**config.mk**
```make
export PLATFORM = sky130hd
export DESIGN_NAME = counter4_run_ctrl
export DESIGN_NICKNAME = d
export VERILOG_FILES = /design/src/rtl/counter4_run_ctrl.sv
export SDC_FILE = /design/constraint.sdc
export NUM_CORES = 1
export LEC_CHECK = 0
export CAP_MARGIN = 5
export CORE_UTILIZATION = 49
export DETAILED_ROUTE_END_ITERATION = 7
export PLACE_DENSITY = 0.78
export SLEW_MARGIN = 30
export SYNTH_ARGS = -nofsm -noshare
export SYNTH_HDL_FRONTEND = slang
export SYNTH_SLANG_ARGS = --single-unit
```
**constraint.sdc**
```tcl
create_clock -name GCLK_Pad -period 1.8 [get_ports GCLK_Pad]
set_input_delay 0.18 -clock GCLK_Pad [delete_from_list [all_inputs] [get_ports GCLK_Pad]]
set_output_delay 0.18 -clock GCLK_Pad [all_outputs]
set_load 0.01 [all_outputs]
```
**src/rtl/counter4_run_ctrl.sv**
```systemverilog
// -----------------------------------------------------------------------------
// counter4_run_ctrl
//
// Run controller for the 4-bit enable counter. Accepts CLEAR / RUN commands
// over a valid/ready handshake and turns them into paced single-cycle
// cnt_en / cnt_rst strobes. It also tracks the value the counter should hold
// and checks the counter's feedback in a dedicated SETTLE cycle at the end
// of every command.
//
// Optional feature macro: RUN_CHECK_EN
//   defined   : SETTLE compares cnt_val against exp_val and sets sticky err.
//   undefined : cnt_val is ignored and err is tied low. SETTLE still takes
//               one cycle, so command timing does not change.
//
// Ports:
//   GCLK_Pad   in   clock, rising edge
//   rst_Pad    in   synchronous active-high reset
//   cmd_valid  in   command present
//   cmd_ready  out  command can be accepted (IDLE only)
//   cmd_op     in   0 = CLEAR, 1 = RUN
//   cmd_len    in   RUN: number of enable strobes
//   cmd_gap    in   RUN: idle cycles between consecutive strobes
//   abort      in   stop an in-progress RUN
//   cnt_en     out  enable strobe to the counter
//   cnt_rst    out  clear strobe to the counter
//   cnt_val    in   counter value feedback
//   exp_val    out  expected counter value
//   busy       out  state is not IDLE
//   done       out  one-cycle completion pulse
//   aborted    out  last RUN was ended by abort (sticky until next command)
//   err        out  feedback mismatch (sticky until CLEAR or reset)
// -----------------------------------------------------------------------------
module counter4_run_ctrl #(
    parameter int CNT_W = 4,
    parameter int GAP_W = 4
) (
    input  logic             GCLK_Pad,
    input  logic             rst_Pad,
    input  logic             cmd_valid,
    output logic             cmd_ready,
    input  logic             cmd_op,
    input  logic [CNT_W-1:0] cmd_len,
    input  logic [GAP_W-1:0] cmd_gap,
    input  logic             abort,
    output logic             cnt_en,
    output logic             cnt_rst,
    input  logic [CNT_W-1:0] cnt_val,
    output logic [CNT_W-1:0] exp_val,
    output logic             busy,
    output logic             done,
    output logic             aborted,
    output logic             err
);

    typedef enum logic [2:0] {
        ST_IDLE,
        ST_CLR,
        ST_RUN_EN,
        ST_RUN_GAP,
        ST_SETTLE,
        ST_DONE
    } state_e;

    state_e           state_q, state_d;
    logic [CNT_W-1:0] left_q;      // strobes still to issue, including the current one
    logic [GAP_W-1:0] gap_q;       // latched gap length
    logic [GAP_W-1:0] gap_cnt_q;   // gap cycles remaining in RUN_GAP
    logic [CNT_W-1:0] exp_q;
    logic             err_q;
    logic             aborted_q;
    logic             cmd_ready_q;
    logic             cnt_en_q;
    logic             cnt_rst_q;
    logic             busy_q;
    logic             done_q;

    logic             accept;
    logic             chk_fail;

    assign accept = cmd_valid && cmd_ready_q;

`ifdef RUN_CHECK_EN
    // Counter feedback is registered, so in SETTLE it reflects every strobe
    // issued up to and including the last RUN_EN / CLR cycle.
    assign chk_fail = (state_q == ST_SETTLE) && (cnt_val != exp_q);
`else
    logic unused_cnt_val;
    assign unused_cnt_val = ^cnt_val;
    assign chk_fail       = 1'b0;
`endif

    // NOTE: every variable gets a default at the top of always_comb so no
    // path leaves it unassigned, which would otherwise infer a latch.
    always_comb begin
        state_d = state_q;
        unique case (state_q)
            ST_IDLE: begin
                if (accept) begin
                    if (!cmd_op)                state_d = ST_CLR;
                    else if (cmd_len == '0)     state_d = ST_SETTLE;
                    else                        state_d = ST_RUN_EN;
                end
            end
            ST_CLR:     state_d = ST_SETTLE;
            ST_RUN_EN: begin
                // The last strobe goes straight to SETTLE: no trailing gap.
                if (abort || left_q == CNT_W'(1)) state_d = ST_SETTLE;
                else if (gap_q == '0)             state_d = ST_RUN_EN;
                else                              state_d = ST_RUN_GAP;
            end
            ST_RUN_GAP: begin
                if (abort)                          state_d = ST_SETTLE;
                else if (gap_cnt_q == GAP_W'(1))    state_d = ST_RUN_EN;
            end
            ST_SETTLE:  state_d = ST_DONE;
            ST_DONE:    state_d = ST_IDLE;
            default:    state_d = ST_IDLE;
        endcase
    end

    // NOTE: state and outputs use non-blocking assignments so every register
    // samples the pre-edge values regardless of statement order.
    always_ff @(posedge GCLK_Pad) begin
        if (rst_Pad) begin
            state_q     <= ST_IDLE;
            left_q      <= '0;
            gap_q       <= '0;
            gap_cnt_q   <= '0;
            exp_q       <= '0;
            err_q       <= 1'b0;
            aborted_q   <= 1'b0;
            cmd_ready_q <= 1'b1;
            cnt_en_q    <= 1'b0;
            cnt_rst_q   <= 1'b0;
            busy_q      <= 1'b0;
            done_q      <= 1'b0;
        end else begin
            state_q     <= state_d;

            // Outputs are registered decodes of the next state, so they are
            // glitch-free and aligned with the state they describe.
            cmd_ready_q <= (state_d == ST_IDLE);
            busy_q      <= (state_d != ST_IDLE);
            cnt_en_q    <= (state_d == ST_RUN_EN);
            cnt_rst_q   <= (state_d == ST_CLR);
            done_q      <= (state_d == ST_DONE);

            unique case (state_q)
                ST_IDLE: begin
                    if (accept) begin
                        left_q    <= cmd_len;
                        gap_q     <= cmd_gap;
                        aborted_q <= 1'b0;
                    end
                end
                ST_CLR: begin
                    exp_q <= '0;
                    err_q <= 1'b0;
                end
                ST_RUN_EN: begin
                    // The counter samples this strobe on the same edge.
                    exp_q     <= exp_q + CNT_W'(1);
                    left_q    <= left_q - CNT_W'(1);
                    gap_cnt_q <= gap_q;
                    if (abort) aborted_q <= 1'b1;
                end
                ST_RUN_GAP: begin
                    gap_cnt_q <= gap_cnt_q - GAP_W'(1);
                    if (abort) aborted_q <= 1'b1;
                end
                ST_SETTLE: begin
                    if (chk_fail) err_q <= 1'b1;
                end
                default: ;
            endcase
        end
    end

    assign cmd_ready = cmd_ready_q;
    assign cnt_en    = cnt_en_q;
    assign cnt_rst   = cnt_rst_q;
    assign exp_val   = exp_q;
    assign busy      = busy_q;
    assign done      = done_q;
    assign aborted   = aborted_q;
    assign err       = err_q;

endmodule

```
==> results list <==
* Commonest non-fill, non-tap cells in the layout: sky130_fd_sc_hd__dfxtp_1 (25), sky130_fd_sc_hd__clkdlybuf4s50_1 (22), sky130_fd_sc_hd__nand2_1 (16), sky130_fd_sc_hd__a21oi_1 (16), sky130_fd_sc_hd__nor2_1 (12)
* # clock sinks: 25
- Crit end category: register
- Num CTS Buffers: 3
* Mean number of vias per cell: 5.646
- For this run, design rule violations remaining after detail routing come to 0.
- In this run the number of H-tree levels came out at 1.
- Sum Neg Setup Slack: 0 ns
- Global routing met1 resource utilization: between 20% and 30%
- Clock slew at reported path FFs: 0.13 ns
- The worst hold path begins at cmd_gap[0].
- Data required time at the worst endpoint: 2.01 ns
* Number of instances on the worst hold path: 3
* Average routed wire per standard cell: between 10 and 15 microns
- In this run, distinct cell masters in the synthesized netlist total 42.
- Wire length of the first global-routing pass: 4547 microns
- Most common cell after layout, fill and taps aside: sky130_fd_sc_hd__dfxtp_1
* Area growth, synth to finish: 24.81%
- Post-synth ARST share: 0%
- Combinational power share: about a third
- Post-placement setup slack: 0.07447 ns
- After synthesis the cells add up to about 1300 sq um.
- Relative contribution of the clock network to total power: 17.8%
- TritonCTS built the clock tree.
* Initial drt markers: 20
- Die outline area: around 2800 sq um
- For the final database, setup skew stands at between 0.001 and 0.0015 ns.
- The final number of hold-violating endpoints is 0.
* Global placement routability congestion: ~0.85
- WL final: 2968 microns
- Pin count of the biggest net entering global routing: 18
- The number of antenna diodes in the final layout is 0.
* Horizontal die dimension: 53.24 microns
- The run finished with clean final reports.
* Met3 Use GR: 3.161%
* Combined area of the multi-input logic cells: 719.4 sq um
* Height of the chip: roughly 53 microns
- Finished Core Util: 64.80%
- Dividing the synthesized area by the synthesized cell count gives 8.352 sq um.
- The analysis attributes to cell leakage a power of around 0.59 nW.
- Final slew viol count: 0
- The critical path is of the reg -> reg type.
- For this design the total switching power over the nets is 461.0 uW.
* Area of the core: 2477 sq um
- Number of enable-type register cells in the synthesized netlist: 0
* R2R cell count: 5
- Worst reg2reg path startpoint: state_q[0]$_SDFF_PP0_
- Proportion of layout cells with a drive suffix above 1: 10.44%
- Synthesized netlist cell count: 154
- In the synthesized netlist the dominant register cell turns out to be sky130_fd_sc_hd__dfxtp_1.
- Setup repair after global routing left no endpoint under its margin.
- Critical R2R Capture: cnt_en$_SDFF_PP0_
* Proportion of synthesized chip area in sequential cells: 38.91%
- The initial utilization of the core area, before any placement, comes to approximately 52%.
- Number of storage elements in the synthesis netlist: 25
- Port Buffer Count: 22
- 28 I/O pins were placed.
* Power Internal: 921.5 uW
- The via count of the first global-routing pass was 1073.
* Critical Path Source Type: register
- In this run switching power makes up between 30% and 40% of total power.
- Of the total power, registers draw between 40 and 50%.
- The routed layout has 1197 vias.
- Total of fill cells in the finished design: 221
* Count of max-cap constraint violations: 0
- The worst register-to-register path has a setup slack of 0.11 ns.
- At the pin with the least slew margin, the transition time is 0.5019 ns.
- For this run, the total global-route usage over all layers was measured as 22.62%.
* Highest net fanout along the worst path: 15
- Counting tap cells, the placed design contains a total of 208 instances.
* Share of the clock period used by the worst path: a little over nine tenths
- Worst hold endpoint: gap_q[0]$_SDFFE_PP0P_
- The sequential cells in the finished layout cover a total of 500.5 sq um.
* Number of nets in the synthesized netlist: ~180
- Top Usage Layer GRT: met2
- Data on the critical path arrives at its endpoint at between 1.5 and 2 ns.
* Row Count: 18
* Final count of negative-setup-slack endpoints: 0
* Headroom to the max-slew limit: 66.47%
- In the post-route analysis, the smallest setup slack over all paths is ~0.11 ns.
* NumNets Final: 205
- Root buffer selected by CTS: sky130_fd_sc_hd__clkbuf_4
- Ys Warns: 0
- Detailed placement HPWL: 2272 microns
- Power density cells: 861.2 nW/um^2
- The initial antenna violation count came to 0.
* Buffer levels on the longest clock path: 2
- In this run the remaining antenna-violating nets after routing total 0.
* Max VDD drop: 0.7861 mV
- The min-delay analysis places its worst path in the category in -> reg.
- For this run, global-route usage on met2 was measured as approximately 41%.
* Overflow after GRT: 0
- Number of post-CTS setup repair buffers: 0
- The first TritonRoute pass finished after 4 iterations.
- Time the final worst path needs with I/O delays and setup: 1.694 ns
* Highest achievable clock rate: 0.5903 GHz
* Non-filler cells in the finished layout: between 200 and 250
- Clock Latency Late Sink: 0.31 ns
## layer usage
| metal | wire, microns | up-vias |
|---|---|---|
| li1 | - | 610 |
| met1 | 1254 | 566 |
| met4 | 38 | 0 |
| met3 | 69 | 4 |
| met5 | 0 | - |
| met2 | 1605 | 17 |
## worst max path at each step
| stage | cells past startpoint | slack [ns] | startpoint | to |
|---|---|---|---|---|
| final | 5 | 0.11 | state_q[0]$_SDFF_PP0_ | cnt_en$_SDFF_PP0_ |
| after detailed placement | 6 | 0.07 | left_q[0]$_SDFFE_PP0P_ | done$_SDFF_PP0_ |
| after CTS | 6 | 0.04 | left_q[0]$_SDFFE_PP0P_ | done$_SDFF_PP0_ |
| after global routing | 4 | 0.006 | state_q[0]$_SDFF_PP0_ | cnt_en$_SDFF_PP0_ |
| after floorplan | 5 | 0.26 | state_q[0]$_SDFF_PP0_ | cnt_rst$_SDFF_PP0_ |
| after global placement | 5 | 0.1 | abort | cnt_rst$_SDFF_PP0_ |
## stage by stage
step	power (mW)	area, sq um	hold slack (ns)
3_3_place_gp	1.124	1574	0.4556
6_report	1.382	1605	0.4103
2_1_floorplan	0.9688	1286	0.3160
3_5_place_dp	1.144	1574	0.4618
4_1_cts	1.384	1600	0.3988
5_1_grt	1.466	1605	0.4235
## logic make-up (layout without fill, tap and decap cells)
family	Yosys count	count (layout)	synth area share [%]
compound gates	44	44	22.37
fa+ha+maj	5	5	4.864
buf+inv	16	44	5.545
flops	25	25	38.91
mux	1	1	0.7782
other cells	1	1	0.2915
simple gates	62	62	27.24
## what timing repair did
item	CTS	global route
resized for setup	0	1
endpoints found under the setup margin	0	2
hold buffers	0	0
## power groups by stage
stage               clock, mW  combinational [mW]  sequential (mW)
finish                  0.246               0.459            0.678
global route            0.272               0.506            0.687
CTS                     0.251               0.457            0.677
detailed placement          0               0.455            0.689
global placement            0               0.442            0.683
floorplan                   0               0.294            0.675
## cells in the mapped netlist, types with 3 or more instances
master | count | area (sq um)
sky130_fd_sc_hd__dfxtp_1 | 25 | 500.5
sky130_fd_sc_hd__clkbuf_1 | 5 | 18.77
sky130_fd_sc_hd__nor3_1 | 5 | 25.02
sky130_fd_sc_hd__nor4_1 | 3 | 18.77
sky130_fd_sc_hd__nor4b_1 | 3 | 26.28
sky130_fd_sc_hd__o21ai_0 | 8 | 40.04
sky130_fd_sc_hd__nand2_1 | 16 | 60.06
sky130_fd_sc_hd__ha_1 | 5 | 62.56
sky130_fd_sc_hd__inv_1 | 9 | 33.78
sky130_fd_sc_hd__nor2b_1 | 5 | 31.28
sky130_fd_sc_hd__a21oi_1 | 16 | 80.08
sky130_fd_sc_hd__a221oi_1 | 3 | 26.28
sky130_fd_sc_hd__a22oi_1 | 3 | 22.52
sky130_fd_sc_hd__nor2_1 | 12 | 45.04
## registers in the layout (all words and copies together) (netlist names)
register   flops
done           1
gap_cnt_q      4
left_q         4
cnt_en         1
state_q        3
aborted        1
cnt_rst        1
busy           1
exp_val        4
gap_q          4
cmd_ready      1
## layout make-up
cell class                 count  area share [%]
clock buffer                   4           1.637
inverter                       9           2.104
multi-input combinational    113           44.82
sequential                    25           31.18
tap                           30           2.338
timing repair buffer          31           17.93
## critical path, stage by stage (launching register included)
cell and delay (ns):
sky130_fd_sc_hd__dfxtp_1 0.41, sky130_fd_sc_hd__buf_4 0.22, sky130_fd_sc_hd__or2_1 0.28, sky130_fd_sc_hd__a21oi_2 0.25, sky130_fd_sc_hd__o31a_1 0.19, sky130_fd_sc_hd__nor4b_1 0.26
(Power assumes the default switching activity.)
